File: src/rtl/fifo_pkg.sv
// Shared constants and helpers for the sync_fifo read-side logic.
// The reader buffer is a 3-entry circular store addressed by mod-3 pointers.
package fifo_pkg;

  localparam int READER_BUF_DEPTH = 3;
  localparam int READER_PTR_WIDTH = 2;
  localparam int FIFO_DATA_WIDTH  = 32;

  // Mod-3 pointer advance: 0 -> 1 -> 2 -> 0.
  function automatic logic [READER_PTR_WIDTH-1:0] ptr_inc(input logic [READER_PTR_WIDTH-1:0] p);
    return (p == READER_PTR_WIDTH'(READER_BUF_DEPTH - 1)) ? '0 : p + 1'b1;
  endfunction

endpackage

File: src/rtl/sync_fifo_reader_buf.sv
// Three-entry circular register buffer with push at the tail and pop at the head.
// Simultaneous push and pop keeps occupancy unchanged and preserves order.
module sync_fifo_reader_buf
  import fifo_pkg::*;
#(
  parameter int DATA_WIDTH = FIFO_DATA_WIDTH
) (
  input  logic                        clock,
  input  logic                        reset,
  input  logic                        push,
  input  logic [DATA_WIDTH-1:0]       push_data,
  input  logic                        pop,
  output logic [DATA_WIDTH-1:0]       head_data,
  output logic [READER_PTR_WIDTH-1:0] occupancy
);

  logic [DATA_WIDTH-1:0]       mem_reg [READER_BUF_DEPTH];
  logic [READER_PTR_WIDTH-1:0] head_ptr_reg;
  logic [READER_PTR_WIDTH-1:0] tail_ptr_reg;
  logic [READER_PTR_WIDTH-1:0] occ_reg;
  logic [READER_PTR_WIDTH-1:0] occ_next;
  logic                        pop_ok;
  logic                        push_ok;

  // Guards keep the buffer self-consistent even if a caller misbehaves.
  assign pop_ok  = pop && (occ_reg != '0);
  assign push_ok = push && ((occ_reg != READER_PTR_WIDTH'(READER_BUF_DEPTH)) || pop_ok);

  always_comb begin
    occ_next = occ_reg;
    case ({push_ok, pop_ok})
      2'b10:   occ_next = occ_reg + 1'b1;
      2'b01:   occ_next = occ_reg - 1'b1;
      default: occ_next = occ_reg;
    endcase
  end

  always_ff @(posedge clock or posedge reset) begin
    if (reset) begin
      for (int i = 0; i < READER_BUF_DEPTH; i++) begin
        mem_reg[i] <= '0;
      end
      head_ptr_reg <= '0;
      tail_ptr_reg <= '0;
      occ_reg      <= '0;
    end else begin
      if (push_ok) begin
        mem_reg[tail_ptr_reg] <= push_data;
        tail_ptr_reg          <= ptr_inc(tail_ptr_reg);
      end
      if (pop_ok) begin
        head_ptr_reg <= ptr_inc(head_ptr_reg);
      end
      occ_reg <= occ_next;
    end
  end

  assign head_data = mem_reg[head_ptr_reg];
  assign occupancy = occ_reg;

endmodule

File: src/rtl/sync_fifo_reader.sv
// Drains a registered-read sync_fifo into a valid/ready stream at one word per cycle.
// Reads are issued from registered state only, so m_ready never reaches fifo_read_en.
module sync_fifo_reader
  import fifo_pkg::*;
#(
  parameter int DATA_WIDTH  = FIFO_DATA_WIDTH,
  parameter int COUNT_WIDTH = 16
) (
  input  logic                   clock,
  input  logic                   reset,
  input  logic                   enable,
  input  logic [DATA_WIDTH-1:0]  fifo_dout,
  input  logic                   fifo_empty,
  output logic                   fifo_read_en,
  output logic [DATA_WIDTH-1:0]  m_data,
  output logic                   m_valid,
  input  logic                   m_ready,
  output logic [COUNT_WIDTH-1:0] xfer_count
);

  logic                        inflight_reg;
  logic [COUNT_WIDTH-1:0]      xfer_count_reg;
  logic [READER_PTR_WIDTH-1:0] occupancy;
  logic [READER_PTR_WIDTH:0]   committed;
  logic                        pop;

  // Words already buffered plus the one whose FIFO read is still in flight.
  assign committed    = {1'b0, occupancy} + {{READER_PTR_WIDTH{1'b0}}, inflight_reg};
  assign fifo_read_en = enable & ~fifo_empty & ~reset
                      & (committed < (READER_PTR_WIDTH + 1)'(READER_BUF_DEPTH));

  assign m_valid = (occupancy != '0);
  assign pop     = m_valid & m_ready;

  always_ff @(posedge clock or posedge reset) begin
    if (reset) begin
      inflight_reg   <= 1'b0;
      xfer_count_reg <= '0;
    end else begin
      inflight_reg <= fifo_read_en;
      if (pop) begin
        xfer_count_reg <= xfer_count_reg + 1'b1;
      end
    end
  end

  sync_fifo_reader_buf #(
    .DATA_WIDTH(DATA_WIDTH)
  ) u_buf (
    .clock     (clock),
    .reset     (reset),
    .push      (inflight_reg),
    .push_data (fifo_dout),
    .pop       (pop),
    .head_data (m_data),
    .occupancy (occupancy)
  );

  assign xfer_count = xfer_count_reg;

endmodule

File: config.mk
export PLATFORM = sky130hd
export DESIGN_NAME = sync_fifo_reader
export DESIGN_NICKNAME = d
export VERILOG_FILES = /design/src/rtl/fifo_pkg.sv /design/src/rtl/sync_fifo_reader_buf.sv /design/src/rtl/sync_fifo_reader.sv
export SDC_FILE = /design/constraint.sdc
export NUM_CORES = 1
export LEC_CHECK = 0
export ABC_CLOCK_PERIOD_IN_PS = 11800
export CORE_MARGIN = 2
export CORE_UTILIZATION = 58
export CTS_CLUSTER_DIAMETER = 100
export DETAILED_ROUTE_END_ITERATION = 10
export PLACE_DENSITY_LB_ADDON = 0.3
export SYNTH_ARGS = -nofsm -noshare
export SYNTH_HDL_FRONTEND = slang
export SYNTH_HIERARCHICAL = 1
export SYNTH_SLANG_ARGS = --single-unit
File: constraint.sdc
create_clock -name clock -period 11.8 [get_ports clock]
set_input_delay 3.54 -clock clock [delete_from_list [all_inputs] [get_ports clock]]
set_output_delay 3.54 -clock clock [all_outputs]
set_load 0.02 [all_outputs]
Word level (Yosys, flattened, before mapping). Cells that the tools add are included.

Register bits after elaboration: 119. Bits of input ports: 37. Output and inout bits: 50.

Add/subtract/negate cells: 6. Magnitude comparators: 4. Eq/ne operators: 5. Muxes and demuxes: 9. Bitwise operators: 8. Reduce and logical (&&, ||, !) cells: 6.

Operators with widths (number): 96-bit bitwise mux (1); 32-bit two-way mux (3); 32-bit binary-select mux with 2-bit select (1); 32-bit demux with 2-bit select (1); 16-bit by 1-bit adder with 16-bit output, second input constant (1); 2-bit by 1-bit adder with 2-bit output, second input constant (3); 2-bit equality test, second input constant (3); 3-bit greater-or-equal comparator, second input constant (2); 2-bit NOT with 3-bit output (2); 1-bit bitwise AND (4); 2-bit two-way mux (2); 2-bit one-hot mux with 2 select lines (1); 2-bit nonzero test (2); 2-bit by 1-bit adder with 3-bit output (1); 1-bit logical AND (3); 3-bit by 1-bit < comparator with 1-bit output, second input constant (1); 3-bit by 2-bit < comparator with 1-bit output, second input constant (1); 2-bit by 1-bit equality test with 1-bit output, second input constant (1); 2-bit inequality test, second input constant (1); 1-bit NOT (2); 2-bit by 1-bit subtractor with 2-bit output, second input constant (1); 1-bit logical OR (1).

Depth between registers and ports, before layout. Gate-level depths: netlist of the first run.

Depth in word-level cells: 7. Gate-level depth with buffers: 8. Gate-level depth less buffers: 8.

Cells and area by module. Netlist of the first run, hierarchy kept.

By module, submodules not included: sync_fifo_reader_buf (instances 1, cells each 339, area each 4762.1 um^2); sync_fifo_reader (instances 1, cells each 68, area each 812.0 um^2).

Least setup slack after synthesis of the first run. No wires, ideal clock.

Path kind: input to output. From: input fifo_empty. To: output fifo_read_en. Data arrival time: 4432 ps. Slack: 3828 ps. Stages: 2. Buffers on the path: 0. Cells stage by stage: or4b_1 -> a21oi_1.

Cells in the longest elaborated chain, start to end: 4.

RTL lines: from (decl) (RTL line sync_fifo_reader.sv:13) `input logic fifo_empty,`; 1-bit NOT (RTL line sync_fifo_reader.sv:29) `assign fifo_read_en = enable & ~fifo_empty & ~reset`; 1-bit bitwise AND (2 in series) (RTL line sync_fifo_reader.sv:29); 1-bit bitwise AND (RTL line sync_fifo_reader.sv:30) `& (committed < (READER_PTR_WIDTH + 1)'(READER_BUF_DEPTH));`; to (decl) (RTL line sync_fifo_reader.sv:14) `output logic fifo_read_en,`.

No other way between the ends.

Worst setup path after layout of the first run.
From: input reset. To: output fifo_read_en.

Cells in the longest elaborated chain, start to end: 3.

RTL lines: from (decl) (RTL line sync_fifo_reader.sv:10) `input logic reset,`; 1-bit NOT (RTL line sync_fifo_reader.sv:29); 1-bit bitwise AND (RTL line sync_fifo_reader.sv:29); 1-bit bitwise AND (RTL line sync_fifo_reader.sv:30).

No other way between the ends.

==> summary.txt, run 1 <==
IO buf count -> 86
path depth of the worst reg2reg path -> 6
worst slack at placement -> 2.923 ns
DRT Pass-1 Iters -> 4
WP data arrival -> 5.33 ns
cts bufs inserted -> 17
outcome -> complete, no violations
final WL -> 11,630 microns
Die H -> 102.0 microns
Period Utilization, post-route -> 0.7516
post_cts resized -> 0
Leak -> 3.142 nW
ANT cells -> 0
peak supply drop -> 0.1538 mV
routability cong. -> 0.7057
hold wc startpoint -> xfer_count[13]
worst r2r src -> u_buf/occupancy[0]
initial antenna violation count -> 0
Tightest Pin Transition -> 1.125 ns
count leader, synth -> dfrtp_1
First DRT Iteration DRCs -> 112
# rows -> 35
CTS tree -> done
unrepaired setup endpoints after global routing -> false
first-pass GRT wire length -> 19,220 microns
Core ar. -> 9284 sq um
synth unique cells -> 34
vias in the first global route -> 3,833
DR vias -> 3,481
post-layout min period -> 8.869 ns
CTS H-Tree Depth -> 4
Clock transition at path regs -> 0.06 ns
Seq cells post-synth -> 119
warnings from Yosys -> 6
clk root buf -> clkbuf_8
fraction of registers with async set/reset -> 1.000
Hold Path Cell Cnt -> 1
# setup viols final -> 0
Max Cap Viol -> 0
area of the mapped netlist -> 5574 sq um
Avg Cell Area, Syn -> 13.70 sq um
Fin Hold WS -> 0.4905 ns
post-synth top area cell -> dfrtp_1
Starting Density -> 0.6004
Slew HR -> 0.2500
io pins -> 87
total clock sinks -> 119
gr ovfl total -> 0
top cells by count, synth -> dfrtp_1 (119), mux2_4 (59), nand2_1 (42), mux2_2 (37), o21ai_0 (33)
ys flop type -> dfrtp_1
startpoint types -> primary input
Setup Buffers After CTS -> 0
share of post-route cells with drive strength above 1 -> 0.2905
largest net degree at the start of global routing -> 88
die area -> 10,410 sq um
max FFs per register -> 96
critical path type -> primary input to primary output
Max Clock Skew -> 0.006983 ns
clk_lat worst skew -> 0.51 ns
WP data required -> 8.26 ns
CP Max Fanout -> 3
register area share after synthesis -> 0.5342
Final WS setup -> 2.931 ns
Final Max Tran Viols -> 0
share of the synthesized area in the top cell type -> 0.5342
R2R Setup Slk -> 9.21 ns
GRT Overall Usage -> 0.2425
final hold viol count -> 0
total power -> 0.001960 W
Post-synth EDFFs -> 0
PwrDens -> 278.0 nW/um^2
CTS Hold Bufs -> 0
Cells after Synth -> 407
Longest Clk Path Bufs -> 2
Avg WL per Cell -> 18.32 microns
Layout Area Growth over Synthesis -> 26.51%
Final ANT Viol Nets -> 0
f_max -> 112.8 MHz
Hold Path End -> xfer_count[13]
top cells by area, synth -> dfrtp_1 (53%), mux2_4 (16%), mux2_2 (7.5%), mux2i_1 (5.7%), o21ai_0 (3.0%)
nets -> 535
post-DP HPWL -> 7053 microns
Worst setup EP type -> primary output
worst min path class -> flop to flop
Setup TNS -> 0 ns
r2r endpoint -> u_buf/mem_reg[30]
filler cell count -> 626
vias per inst -> 5.482
Die W -> 102.0 microns
Synth Net Count -> 448
detailed-route DRC error count -> 0
==> cell usage in the layout (no fill, tap or decap), types with 2 or more instances in the layout <==
master,netlist,final
nand2_1,42,42
mux2_4,59,59
xor2_1,2,2
buf_4,0,5
clkinvlp_4,0,2
nor2_4,2,2
clkinv_2,0,5
xnor2_1,15,15
bufinv_16,0,2
mux2_2,37,37
clkbuf_8,0,4
nand3_1,6,5
dfrtp_1,119,118
clkbuf_1,5,2
clkdlybuf4s50_1,0,86
mux2i_1,32,32
or2_1,2,2
a21o_1,2,2
and3_1,2,2
clkbuf_16,0,16
nor2_1,4,4
and4b_2,0,2
ha_1,4,4
inv_1,4,3
o21ai_0,33,33
nand4_1,3,3
nand4_2,2,2
==> worst max-delay path by stage <==
stage | start | to | slack (ns) | depth (start not counted)
after global placement | reset | fifo_read_en | 2.95 | 4
after floorplan | fifo_empty | fifo_read_en | 3.83 | 2
final | reset | fifo_read_en | 2.93 | 4
after CTS | reset | fifo_read_en | 2.91 | 4
after global routing | reset | fifo_read_en | 2.80 | 4
after detailed placement | reset | fifo_read_en | 2.92 | 4
==> layout make-up <==
type	count	area, sq um	area share
Sequential cell	119	2979	0.4225
Inverter	5	21.27	0.003016
Timing Repair Buffer	91	898.4	0.1274
Clock inverter	9	100.1	0.01419
Tap cell	129	161.4	0.02289
Clock buffer	22	462.9	0.06565
Multi-Input combinational cell	260	2429	0.3444
==> cell families (layout without fill, tap and decap cells) <==
logic type	count (synthesis)	in the layout	synth area share
simple gates	71	71	0.06532
compound gates	39	39	0.03883
xor+xnor	18	18	0.02963
mux	128	128	0.2911
flops	119	119	0.5342
buf+inv	28	127	0.03187
fa+ha+maj	4	4	0.008979
==> critical path: stages <==
cell,delay (ns)
clkdlybuf4s50_1,0.47
or4b_1,0.51
a21oi_1,0.17
clkdlybuf4s50_1,0.63
==> per-layer routing <==
layer | wire [microns] | GRT usage | vias up
met5 | 0 | 0 | -
met4 | 178 | 0.08308 | 0
met3 | 450 | 0.06293 | 16
met2 | 5778 | 0.4033 | 69
met1 | 5226 | 0.3112 | 1806
li1 | - | - | 1590
==> where the power goes <==
group / switching (W) / internal, W
logic: 0.000328 / 0.000428
clock network: 0.000177 / 0.000314
registers: 0.000140 / 0.000573
==> metrics by stage <==
step | utilization | cell area [sq um] | std cells
after floorplan | - | 5574 | 407
after global placement | 0.6989 | 6489 | 604
after detailed placement | 0.6989 | 6489 | 604
after CTS | 0.7596 | 7052 | 635
after global routing | 0.7596 | 7052 | 635
final | 0.7596 | 7052 | 635
No activity file was read; power rests on OpenSTA's default activity.
==> run 2: changes to the inputs <==
- ABC_CLOCK_PERIOD_IN_PS: 11800 -> 8610
- CORE_UTILIZATION: 58 -> 54
- clock period: 11.8 -> 8.61 ns (I/O delays scaled with it)
==> run 2 against run 1 <==
Sequential cell count unchanged. Critical path depth is the same. Clock-buffer cell count is 5 lower. Wire length fell by 0.35%. Total power is 37% higher. Clock power is 39% higher. First-iteration DRC count up 21%. Core utilization is 6.5 points lower. Via count is 0.26% lower. Worst hold slack worse by 0.014 ns. Clock skew rose by 0.0042 ns. Sequential power increased by 37%. Highest routed layer unchanged.
==> summary.txt, run 2 (synthesis results as in run 1) <==
max FFs per register -> 96
total clock sinks -> 119
# setup viols final -> 0
Setup TNS -> 0 ns
die area -> 11,150 sq um
IO buf count -> 86
Clock transition at path regs -> 0.06 ns
total buffers and inverters traversed by the critical path -> 2
share of post-route cells with drive strength above 1 -> 0.2945
detailed-route DRC error count -> 0
Worst setup EP type -> primary output
CTS H-Tree Depth -> 4
CP top delay family -> buffers and inverters
startpoint types -> primary input
DRT Pass-1 Iters -> 4
Slowest Stage Delay on Critical Path -> 0.63 ns
CTS Hold Bufs -> 0
post_cts resized -> 0
Placed Cells -> 611
clk_lat worst skew -> 0.51 ns
Max Clock Skew -> 0.01116 ns
f_max -> 143.9 MHz
clk root buf -> clkbuf_8
Starting Density -> 0.5473
PwrDens -> 380.9 nW/um^2
Avg WL per Cell -> 18.06 microns
initial antenna violation count -> 0
Leak -> 3.145 nW
WP data required -> 6.03 ns
io pins -> 87
final core utilization -> 0.6943
Setup Buffers After CTS -> 0
crit-path most repeated cell -> clkdlybuf4s50_1
gr ovfl total -> 0
outcome -> complete, no violations
vias per inst -> 5.408
peak supply drop -> 0.2839 mV
GRT Overall Usage -> 0.2183
Slew HR -> 0.2273
critical path type -> primary input to primary output
Final Max Tran Viols -> 0
unrepaired setup endpoints after global routing -> false
worst min path class -> flop to flop
largest net degree at the start of global routing -> 62
Die H -> 105.6 microns
Layout Area Growth over Synthesis -> 26.87%
final hold viol count -> 0
# rows -> 37
DR vias -> 3,472
Fin Hold WS -> 0.4768 ns
Non-Filler Instances -> 642
most common cell after layout, fill and taps aside -> dfrtp_1
Critical Path, Cell by Cell -> clkdlybuf4s50_1, or4b_1, a21oi_1, clkdlybuf4s50_1
First DRT Iteration DRCs -> 136
Slowest cell on crit path -> clkdlybuf4s50_1
routability cong. -> 0.7134
Longest Clk Path Bufs -> 2
first-pass GRT wire length -> 18,880 microns
WP data arrival -> 4.37 ns
CP Max Fanout -> 3
ANT cells -> 0
post-layout min period -> 6.949 ns
Core ar. -> 10,180 sq um
Die W -> 105.6 microns
Max Cap Viol -> 0
Period Utilization, post-route -> 0.8071
cts bufs inserted -> 17
CTS tree -> done
nets -> 535
most frequent cells in the layout -> dfrtp_1 (118), clkdlybuf4s50_1 (86), mux2_4 (59)
Tightest Pin Transition -> 1.159 ns
post-DP HPWL -> 6924 microns
vias in the first global route -> 3,698
Final ANT Viol Nets -> 0
final WL -> 11,590 microns
run 2: worst paths after layout:
| path | slack (ns) | to | cells past startpoint | from |
|---|---|---|---|---|
| min | 0.48 | xfer_count[15] | 1 | xfer_count[15] |
| max | 1.66 | fifo_read_en | 4 | reset |
| min reg2reg | 0.48 | xfer_count[15] | 1 | xfer_count[15] |
| max in group asynchronous | 4.89 | u_buf/head_ptr_reg[0] | 3 | reset |
| min in group asynchronous | 2.51 | u_buf/mem_reg[95] | 2 | reset |
| max reg2reg | 6.05 | u_buf/mem_reg[31] | 6 | u_buf/occupancy[0] |
run 2: final cells by class:
| cell class | count | area [sq um] |
|---|---|---|
| timing repair buffer | 91 | 898.4 |
| sequential | 119 | 2979 |
| clock inverter | 14 | 160.2 |
| clock buffer | 17 | 414.1 |
| multi-input combinational | 260 | 2429 |
| tap | 136 | 170.2 |
| inverter | 5 | 21.27 |
| fill | 717 | 3113 |
run 2: layer usage:
layer  track usage  up-vias  part of all wire  wire length [microns]
met2        0.3433       72              0.49                   5723
met5             0        -                 0                      0
met1        0.2986     1795              0.46                   5356
li1              -     1597                 -                      -
met3       0.06246        8             0.036                    420
met4       0.06109        0            0.0079                     92
run 2: worst reg2reg max path, cell delays in order (launching register included):
cell and delay, ns:
dfrtp_1 0.53, o21ai_4 0.14, inv_2 0.12, nand3b_2 0.17, and4b_2 0.65, buf_4 0.46, mux2_2 0.38
run 2: through the flow:
stage | instance area, sq um | power [W] | setup slack [ns]
2_1_floorplan | 5574 | 0.001607 | 2.552
3_3_place_gp | 6497 | 0.001978 | 1.675
3_5_place_dp | 6497 | 0.002010 | 1.655
4_1_cts | 7072 | 0.002717 | 1.647
5_1_grt | 7072 | 0.002830 | 1.557
6_report | 7072 | 0.002693 | 1.661
run 2: report_power, final:
part	total (W)	internal (W)	switching (W)	leakage [nW]
registers	0.000975	0.000785	0.000190	1.50
logic	0.00103	0.000586	0.000448	1.36
clock network	0.000684	0.000436	0.000248	0.279
total	0.00269	0.00181	0.000887	3.14
